## src/rtl/sdram_arbit.sv

```systemverilog
// -----------------------------------------------------------------------------
// sdram_arbit
// Command arbiter between the SDRAM init, auto-refresh, write and read blocks
// and the SDRAM pins. Holds INIT until power-up init completes, then grants one
// block at a time with fixed priority refresh > write > read, always passing
// through one ARBIT (NOP) cycle between grants.
//
// Ports
//   clk, rst                      clock, asynchronous active-high reset
//   flag_init_end                 init complete pulse
//   init_cmd/init_addr            init block command/address
//   ref_req, flag_ref_end         refresh request level / done pulse
//   ref_cmd/ref_addr, aref_en     refresh command/address, refresh grant
//   wr_req, flag_wr_end           write request level / segment done pulse
//   wr_cmd/wr_addr, wr_en         write command/address, write grant
//   rd_req, flag_rd_end           read request level / segment done pulse
//   rd_cmd/rd_addr, rd_en         read command/address, read grant
//   sdram_cke                     constant 1
//   sdram_cs_n..sdram_we_n        selected cmd[3:0], MSB first
//   sdram_ba, sdram_addr          constant bank, selected address
// -----------------------------------------------------------------------------
module sdram_arbit #(
  parameter logic [3:0]  CMD_NOP   = 4'b0111,
  parameter logic [12:0] IDLE_ADDR = 13'h0400,
  parameter logic [1:0]  SDRAM_BA  = 2'b00
) (
  input  logic        clk,
  input  logic        rst,
  input  logic        flag_init_end,
  input  logic [3:0]  init_cmd,
  input  logic [12:0] init_addr,
  input  logic        ref_req,
  input  logic        flag_ref_end,
  input  logic [3:0]  ref_cmd,
  input  logic [12:0] ref_addr,
  output logic        aref_en,
  input  logic        wr_req,
  input  logic        flag_wr_end,
  input  logic [3:0]  wr_cmd,
  input  logic [12:0] wr_addr,
  output logic        wr_en,
  input  logic        rd_req,
  input  logic        flag_rd_end,
  input  logic [3:0]  rd_cmd,
  input  logic [12:0] rd_addr,
  output logic        rd_en,
  output logic        sdram_cke,
  output logic        sdram_cs_n,
  output logic        sdram_ras_n,
  output logic        sdram_cas_n,
  output logic        sdram_we_n,
  output logic [1:0]  sdram_ba,
  output logic [12:0] sdram_addr
);

  localparam int unsigned ST_W   = 5;
  localparam int unsigned CMD_W  = 4;
  localparam int unsigned ADDR_W = 13;

  // One-hot state encoding
  localparam logic [ST_W-1:0] S_INIT  = 5'b00001;
  localparam logic [ST_W-1:0] S_ARBIT = 5'b00010;
  localparam logic [ST_W-1:0] S_AREF  = 5'b00100;
  localparam logic [ST_W-1:0] S_WRITE = 5'b01000;
  localparam logic [ST_W-1:0] S_READ  = 5'b10000;

  logic [ST_W-1:0]   state_q, state_d;
  logic              aref_en_q, wr_en_q, rd_en_q;
  logic [CMD_W-1:0]  sel_cmd_c;
  logic [ADDR_W-1:0] sel_addr_c;

  // State register
  always_ff @(posedge clk or posedge rst) begin
    if (rst) begin
      state_q <= S_INIT;
    end else begin
      state_q <= state_d;
    end
  end

  // Next-state: fixed priority only in ARBIT; busy states wait for own flag
  always_comb begin
    state_d = state_q;
    case (state_q)
      S_INIT:  if (flag_init_end) state_d = S_ARBIT;
      S_ARBIT: begin
        if (ref_req)      state_d = S_AREF;
        else if (wr_req)  state_d = S_WRITE;
        else if (rd_req)  state_d = S_READ;
      end
      S_AREF:  if (flag_ref_end) state_d = S_ARBIT;
      S_WRITE: if (flag_wr_end)  state_d = S_ARBIT;
      S_READ:  if (flag_rd_end)  state_d = S_ARBIT;
      default: state_d = S_INIT;
    endcase
  end

  // Grants registered off the next state so each grant tracks its state exactly
  always_ff @(posedge clk or posedge rst) begin
    if (rst) begin
      aref_en_q <= 1'b0;
      wr_en_q   <= 1'b0;
      rd_en_q   <= 1'b0;
    end else begin
      aref_en_q <= (state_d == S_AREF);
      wr_en_q   <= (state_d == S_WRITE);
      rd_en_q   <= (state_d == S_READ);
    end
  end

  // Pin mux: combinational from registered state for a zero-cycle cmd path
  always_comb begin
    sel_cmd_c  = CMD_NOP;
    sel_addr_c = IDLE_ADDR;
    case (state_q)
      S_INIT: begin
        sel_cmd_c  = init_cmd;
        sel_addr_c = init_addr;
      end
      S_AREF: begin
        sel_cmd_c  = ref_cmd;
        sel_addr_c = ref_addr;
      end
      S_WRITE: begin
        sel_cmd_c  = wr_cmd;
        sel_addr_c = wr_addr;
      end
      S_READ: begin
        sel_cmd_c  = rd_cmd;
        sel_addr_c = rd_addr;
      end
      default: begin
        sel_cmd_c  = CMD_NOP;
        sel_addr_c = IDLE_ADDR;
      end
    endcase
  end

  assign aref_en     = aref_en_q;
  assign wr_en       = wr_en_q;
  assign rd_en       = rd_en_q;
  assign sdram_cke   = 1'b1;
  assign sdram_cs_n  = sel_cmd_c[3];
  assign sdram_ras_n = sel_cmd_c[2];
  assign sdram_cas_n = sel_cmd_c[1];
  assign sdram_we_n  = sel_cmd_c[0];
  assign sdram_ba    = SDRAM_BA;
  assign sdram_addr  = sel_addr_c;

endmodule

```

## config.mk

```make
export PLATFORM = sky130hd
export DESIGN_NAME = sdram_arbit
export DESIGN_NICKNAME = d
export VERILOG_FILES = /design/src/rtl/sdram_arbit.sv
export SDC_FILE = /design/constraint.sdc
export NUM_CORES = 1
export LEC_CHECK = 0
export ABC_AREA = 1
export BUFFER_PORTS_ARGS = -buffer_cell sky130_fd_sc_hd__buf_2
export CAP_MARGIN = 40
export CORE_MARGIN = 8
export CORE_UTILIZATION = 35
export CTS_CLUSTER_SIZE = 30
export DETAILED_ROUTE_END_ITERATION = 6
export PLACE_DENSITY = 0.77
export SETUP_SLACK_MARGIN = 0.4
export SYNTH_ARGS = -nofsm -noshare
export SYNTH_HDL_FRONTEND = slang
export SYNTH_SLANG_ARGS = --single-unit
```

## constraint.sdc

```tcl
create_clock -name clk -period 1.3 [get_ports clk]
set_clock_uncertainty 0.2 [all_clocks]
set_input_delay 0.065 -clock clk [delete_from_list [all_inputs] [get_ports clk]]
set_output_delay 0.065 -clock clk [all_outputs]
set_load 0.02 [all_outputs]
```

# Yosys cells after proc, flatten, opt, wreduce, memory -nomap -nowiden
# Index checks and enable logic that the tools add are counted.
[op_classes]
n_mux = 10
eq_ne = 8
[ops]
columns = ["cell", "n"]
rows = [
  ["13-bit case mux with 4 select lines", 1],
  ["5-bit two-way mux", 7],
  ["5-bit case mux with 5 select lines", 1],
  ["4-bit case mux with 4 select lines", 1],
  ["5-bit by 3-bit equality test with 1-bit output (second input constant)", 2],
  ["5-bit by 4-bit equality test with 1-bit output (second input constant)", 2],
  ["5-bit equality test (second input constant)", 2],
  ["5-bit by 1-bit equality test with 1-bit output (second input constant)", 1],
  ["5-bit by 2-bit equality test with 1-bit output (second input constant)", 1],
]
[word_totals]
regBits = 8
input_bits = 77
out_inout_bits = 23

# Depth between registers and ports, before layout
# Gate-level depths: netlist of run 1.
[logic_depth]
word_depth = 5
mapped_depth = 7
ltp_nobuf = 7

# Least setup slack after synthesis of run 1
# Ideal clock, no wire load.
[synth_path]
kind = "reg2out"
startpoint = "register state_q[0]"
endpoint = "output sdram_cs_n"
stages_incl_launch_ff = 6
n_path_buf = 1
t_arrival_ns = 1.268
path_slack_ns = -0.233
required_time_ns = 1.035
cell_sequence = "dfstp_2 -> inv_1 -> nor2_4 -> buf_2 -> nand4_1 -> nand4_1"
[synth_via]
elab_chain_len = 2
elab_cells_between_ends = 5
classes_between = "eq/ne (4); mux (1)"
[synth_rtl]
columns = ["element", "line", "text"]
rows = [
  ["start, declared", "67", "logic [ST_W-1:0] state_q, state_d;"],
  ["start signal, assigned", "77", "state_q <= state_d;"],
  ["5-bit equality test (tied with other cells)", "115", "case (state_q)"],
  ["4-bit case mux with 4 select lines *", "115", ""],
  ["end, declared", "48", "output logic sdram_cs_n,"],
]
# Mark *: on every way between the ends. The rest lies on a longest branch, timed or not.

# Final worst setup path of run 1
[layout_path]
startpoint = "register state_q[3]"
endpoint = "output sdram_addr[5]"
[layout_via]
elab_chain_len = 2
elab_cells_between_ends = 5
classes_between = "eq/ne (4); mux (1)"
[layout_rtl]
columns = ["element", "line", "text"]
rows = [
  ["5-bit equality test (tied with other cells)", "115", ""],
  ["13-bit case mux with 4 select lines *", "115", ""],
  ["end, declared", "53", "output logic [12:0] sdram_addr"],
]
# Marks and branches as above.

==> summary.md, run 1 <==
| Metric | Value |
|---|---|
| WL/cell | 17.04 um |
| Cells along the critical path | buf_6 -> nor2_4 -> buf_12 -> clkbuf_16 -> nand4_1 -> nand4_1 -> buf_6 |
| R2R Setup Slk | -0.37 ns |
| Clock slew at reported path FFs | 0.05 ns |
| Fin. max-slew vios | 0 |
| F_max | 538.6 MHz |
| Mapped Area | 1190 um2 |
| Slowest CP cell | dfrtp_2 |
| Vias | 1,962 |
| CTS Sinks | 8 |
| CTS Root Cell | clkbuf_4 |
| Arrival @ worst endpoint | 1.59 ns |
| Vias in the first global route | 1,838 |
| Final Hold Vio Count | 8 |
| I/O pin count | 100 |
| Min cycle time layout | 1.857 ns |
| Count leader, synth | nand4_1 |
| Seq/Total Area, Yosys | 0.1693 |
| Routed wire length | 5759 um |
| GRT Residual Overflow | 0 |
| Startpoint type of the worst setup path | flip-flop |
| Critical Path Fanout Max | 4 |
| Clock Tree Buf Depth | 2 |
| Fin nets | 370 |
| Largest cells by area after synthesis | nand4_1 (45%), dfrtp_1 (15%), nand2_1 (6.3%), buf_4 (4.4%), buf_2 (3.4%) |
| Seq cells post-synth | 8 |
| Post-synth ARST share | 1.000 |
| GPL Wtd Cong | 0.8319 |
| DR pass1 iterations | 5 |
| Reg2reg start | state_q[3] |
| Area Overhead vs Synth | 90.33% |
| Die Y | 74.31 um |
| Worst hold slack | -0.1699 ns |
| Post-synth top flop | dfrtp_1 |
| DR vias/cell | 5.805 |
| Run status | finished with violations |
| Worst EP required | about 1.0 ns |
| Post-synth top cells | nand4_1 (85), nand2_1 (20), buf_2 (8), buf_4 (7), dfrtp_1 (7) |
| Failing checks | hold timing, setup timing |
| Leak | between 0.001 and 0.0015 uW |
| Initial Util | 0.3594 |
| Max rail drop VDD | 1.214 mV |
| Cells after Synth | 176 |
| Core area | around 3300 um2 |
| Hold Path Class | primary input to flip-flop |
| Initial antenna violation count | 0 |
| Die Area | 5521 um2 |
| Final worst slack | -0.5567 ns |
| DP Wirelength | 4065 um |
| CTS buffer count | 3 |
| Total Routing Usage GR | 0.1841 |
| Fillcell total | 284 |
| Cell Area, Placed | roughly 1900 um2 |
| Critical Path Source | state_q[3] |
| Max cap viols | 0 |
| Mean post-synth cell area | ~6.8 um2 |
| Final setup fails | 25 |
| Crit Path Category | flip-flop to output pin |
| Area share of the leading cell type in the synthesized netlist | 0.4469 |
| RSZ-0062 raised after global routing | true |
| Largest net degree at the start of global routing | 22 |
| Worst skew pair latency | 0.25 ns |
| Power Dens Cells | 1871 nW/um2 |
| Remaining DRCs | 0 |
| Design area | between 2000 and 2500 um2 |
| First-pass GRT wire length | 8190 um |
| Post-synth EDFFs | 0 |
| CTS tree | done |
| Hold Startpoint | flag_wr_end |
| Distinct cell type count after synthesis | 22 |
| Critical path capture point type | output pin |
| Share of cells above drive strength 1 | 0.5890 |
| Final ANT Viol Nets | 0 |
| Post-synth top area cell | nand4_1 |
| IO buf count | 96 |
| Ant diodes | 0 |
| H-tree lvl count | 1 |
| Count of warnings emitted by yosys | 0 |
| Final period util | 1.428 |
| Die X | 74.31 um |
| Row count | 21 |
| Post-CTS Hold Buffers | 1 |
| Slowest cell delay on critical path | between 0.4 and 0.5 ns |
| Initial drt markers | 160 |
[worst paths after layout]
kind	endpoint	cells past startpoint
worst max-delay path	sdram_addr[5]	7
worst min-delay path	state_q[3]	2
worst max register to register	state_q[1]	9
worst min register to register	state_q[0]	4
max in group asynchronous	state_q[0]	3
min in group asynchronous	rd_en	3
[per-stage QoR]
step	setup WS [ns]	utilization	setup TNS, ns	power, uW	cells
floorplan	-0.1620	-	-2.668	2238	177
global placement	-0.2645	0.5835	-4.486	3225	326
detailed placement	-0.3072	0.5835	-5.140	3259	326
CTS	-0.5153	0.6561	-9.636	3973	336
global route	-0.6474	0.6841	-12.34	4481	338
finish	-0.5567	0.6841	-10.46	4236	338
[registers in the layout, indices dropped and copies added (netlist names)]
signal   cells
aref_en      1
rd_en        1
state_q      5
wr_en        1
[power breakdown]
part | leakage [uW] | switching [uW] | internal (uW)
clock network | 0.0000150 | 86.1 | 118
registers | 0.000102 | 67.6 | 320
logic | 0.000977 | 1910 | 1740
[metal layers]
| metal | up-vias | GRT usage | routed length, um |
|---|---|---|---|
| met3 | 14 | 0.05121 | 624 |
| met2 | 133 | 0.3223 | 2846 |
| met1 | 891 | 0.2192 | 2160 |
| met5 | - | 0 | 0 |
| met4 | 0 | 0.03261 | 127 |
| li1 | 924 | - | - |
[cell type report]
class                      count  area, um2  share of cell area
clock buffer                   4      26.28             0.01160
inverter                       8      32.53             0.01436
sequential                     8      205.2             0.09061
multi-input combinational    137      904.6              0.3994
timing repair buffer         135       1039              0.4586
tap                           46      57.56             0.02541
[worst max-delay path, delay by kind of cell, from the launching register on]
kind | cells | cell delay, ns
simple gates | 3 | 0.35
flops | 1 | 0.45
buf+inv | 4 | 0.55
[kinds of logic after synthesis]
kind of cell	share of synthesized area
compound gates	0.04311
other cells	0.006312
buf+inv	0.1504
flops	0.1693
simple gates	0.6309
[placed cells by master, fill, tap and decap left out, types with 5 or more instances in the layout]
cell / Yosys / layout
buf_12: 0 / 8
buf_2: 8 / 76
buf_4: 7 / 28
buf_6: 3 / 20
nand2_1: 20 / 13
nand4_1: 85 / 85
nor2_2: 4 / 5
nor2_4: 3 / 7
[timing repair]
item | in CTS | in global routing
resized for setup | 45 | 14
cloned | 1 | 1
pin swaps | 16 | 8
setup endpoints to repair | 28 | 28
hold endpoints to repair | 16 | 8
setup buffers | 4 | 1
Note: power is estimated with default switching activity, not from simulation.
==> run 2: changes to the inputs <==
--- a/config.mk
+++ b/config.mk
@@ -12,7 +12,7 @@
 export CORE_UTILIZATION = 35
 export CTS_CLUSTER_SIZE = 30
 export DETAILED_ROUTE_END_ITERATION = 6
-export PLACE_DENSITY = 0.77
+export PLACE_DENSITY_LB_ADDON = 0.1
 export SETUP_SLACK_MARGIN = 0.4
 export SYNTH_ARGS = -nofsm -noshare
 export SYNTH_HDL_FRONTEND = slang
==> run 2 against run 1 <==
Effect of this change: the run still ends with hold timing, setup timing left; fmax fell by 0.61%; setup slack got worse by 0.011 ns; utilization up 1.9 points; worst hold slack gained 0.0054 ns; via count is 2.2% lower; total power is 1.4% lower; first-iteration DRC count is 16% lower; clock-buffer cell count did not move.
==> summary.md, run 2 (synthesized netlist as in run 1, its figures left out) <==
| Metric | Value |
|---|---|
| Run status | finished with violations |
| Failing checks | hold timing, setup timing |
| Die X | approximately 74 um |
| Clock slew at reported path FFs | 0.06 ns |
| Min cycle time layout | 1.868 ns |
| Worst hold slack | -0.1645 ns |
| Row count | 21 |
| I/O pin count | 100 |
| Fillcell total | 298 |
| IO buf count | 96 |
| Remaining DRCs | 0 |
| Area Overhead vs Synth | 95.48% |
| GPL Wtd Cong | between 0.9 and 1 |
| DR vias/cell | roughly 5.6 |
| Max rail drop VDD | 1.247 mV |
| Post-CTS Hold Buffers | 1 |
| Final ANT Viol Nets | 0 |
| Die Area | 5521 um2 |
| Clock Tree Buf Depth | 2 |
| DP Wirelength | between 4000 and 5000 um |
| Hold Path Class | primary input to flip-flop |
| Vias in the first global route | 1,791 |
| CTS Root Cell | clkbuf_4 |
| F_max | 535.3 MHz |
| Layout Utilization | 0.7026 |
| Max cap viols | 0 |
| Ant diodes | 0 |
| H-tree lvl count | 1 |
| Largest net degree at the start of global routing | 40 |
| Share of cells above drive strength 1 | 0.5878 |
| Routed wire length | 5583 um |
| Fin cells | roughly 340 |
| Design area | 2326 um2 |
| Final period util | 1.437 |
| Arrival @ worst endpoint | 1.60 ns |
| Worst skew pair latency | 0.27 ns |
| Worst EP required | 1.03 ns |
| CTS tree | done |
| Largest reg by FF count | state_q |
| Die Y | about 74 um |
| Leak | 0.001120 uW |
| Most frequent cells in the layout | nand4_1 (85), buf_2 (76), buf_6 (28) |
| Initial Util | 0.3594 |
| Vias | 1,918 |
| Total Routing Usage GR | 0.1825 |
| Startpoint type of the worst setup path | flip-flop |
| Max reg flops | 5 |
| Initial antenna violation count | 0 |
| Crit Path Category | flip-flop to output pin |
| Initial drt markers | 134 |
| RSZ-0062 raised after global routing | true |
| Commonest non-fill, non-tap cell in the layout | nand4_1 |
| Fin nets | 374 |
| CTS buffer count | 3 |
| Cell Area, Placed | just under 2000 um2 |
| Power Dens Cells | 1796 nW/um2 |
| First-pass GRT wire length | 8169 um |
| Fin. max-slew vios | 0 |
| DR pass1 iterations | 4 |
| CTS Sinks | 8 |
| Pwr Total | 4177 uW |
| Placed instance count | 326 |
| Critical path capture point type | output pin |
| Core area | 3311 um2 |
| Final worst slack | -0.5681 ns |
| Final setup fails | 25 |
| Final Hold Vio Count | 8 |
| GRT Residual Overflow | 0 |
| WL/cell | between 15 and 20 um |
| Critical Path Fanout Max | 4 |
==> run 2: changes by cell type in the layout (fill, tap and decap cells not counted), moves of 2 or more <==
| cell | before | now |
|---|---|---|
| buf_8 | 0 | 2 |
| dfrtp_2 | 3 | 1 |
| o21ai_1 | 1 | 3 |
| buf_6 | 20 | 28 |
| inv_2 | 4 | 2 |
| dfrtp_1 | 4 | 6 |
| o22ai_1 | 2 | 0 |
| buf_4 | 28 | 23 |
==> run 2: routing by layer <==
layer | share of wire | wire length [um] | GRT usage
met2 | 0.51 | 2866 | 0.3057
met5 | 0 | 0 | 0
met1 | 0.39 | 2160 | 0.2271
met4 | 0.0061 | 34 | 0.03478
met3 | 0.094 | 523 | 0.05121
==> run 2: timing repair <==
action | 4_1_cts | 5_1_grt
hold endpoints to repair | 16 | 8
setup endpoints to repair | 28 | 28
buffers inserted | 4 | 7
pin swaps | 7 | 5
gates resized for setup | 55 | 18
==> run 2: cell type report <==
cell class	instances	area, um2	area share
repair buffers	139	1081	0.4648
clock buffers	4	26.28	0.01130
flip-flops and latches	8	202.7	0.08714
inverters	8	40.04	0.01721
multi-input cells	137	918.4	0.3948
well taps	46	57.56	0.02474
==> run 2: per-stage QoR <==
stage | TNS, ns | setup slack, ns
finish | -10.94 | -0.5681
global route | -12.12 | -0.6304
CTS | -10.18 | -0.5450
detailed placement | -5.668 | -0.2685
global placement | -5.518 | -0.2587
floorplan | -2.668 | -0.1620
==> run 2: worst max-delay path: stages, from the launching register on <==
cell and delay [ns]:
dfrtp_1 0.40, buf_6 0.14, inv_4 0.03, nor2_4 0.20, nand3_2 0.14, nand2_2 0.11
nor2_4 0.05, clkinv_4 0.09, nand2_4 0.05, buf_6 0.13
==> run 2: power breakdown <==
part	switching, uW	internal [uW]
Sequential	54.5	318
Combinational	1920	1670
Clock	98.8	118
==> run 2: final timing paths <==
path	to	depth (start not counted)	from	slack, ns
setup / recovery	sdram_ras_n	9	state_q[2]	-0.57
setup reg to reg	state_q[1]	7	state_q[2]	-0.30
min in group asynchronous	wr_en	3	rst	0.08
hold reg to reg	state_q[0]	5	state_q[0]	0.57
hold / removal	wr_en	2	flag_wr_end	-0.16
max in group asynchronous	state_q[0]	3	rst	0.53
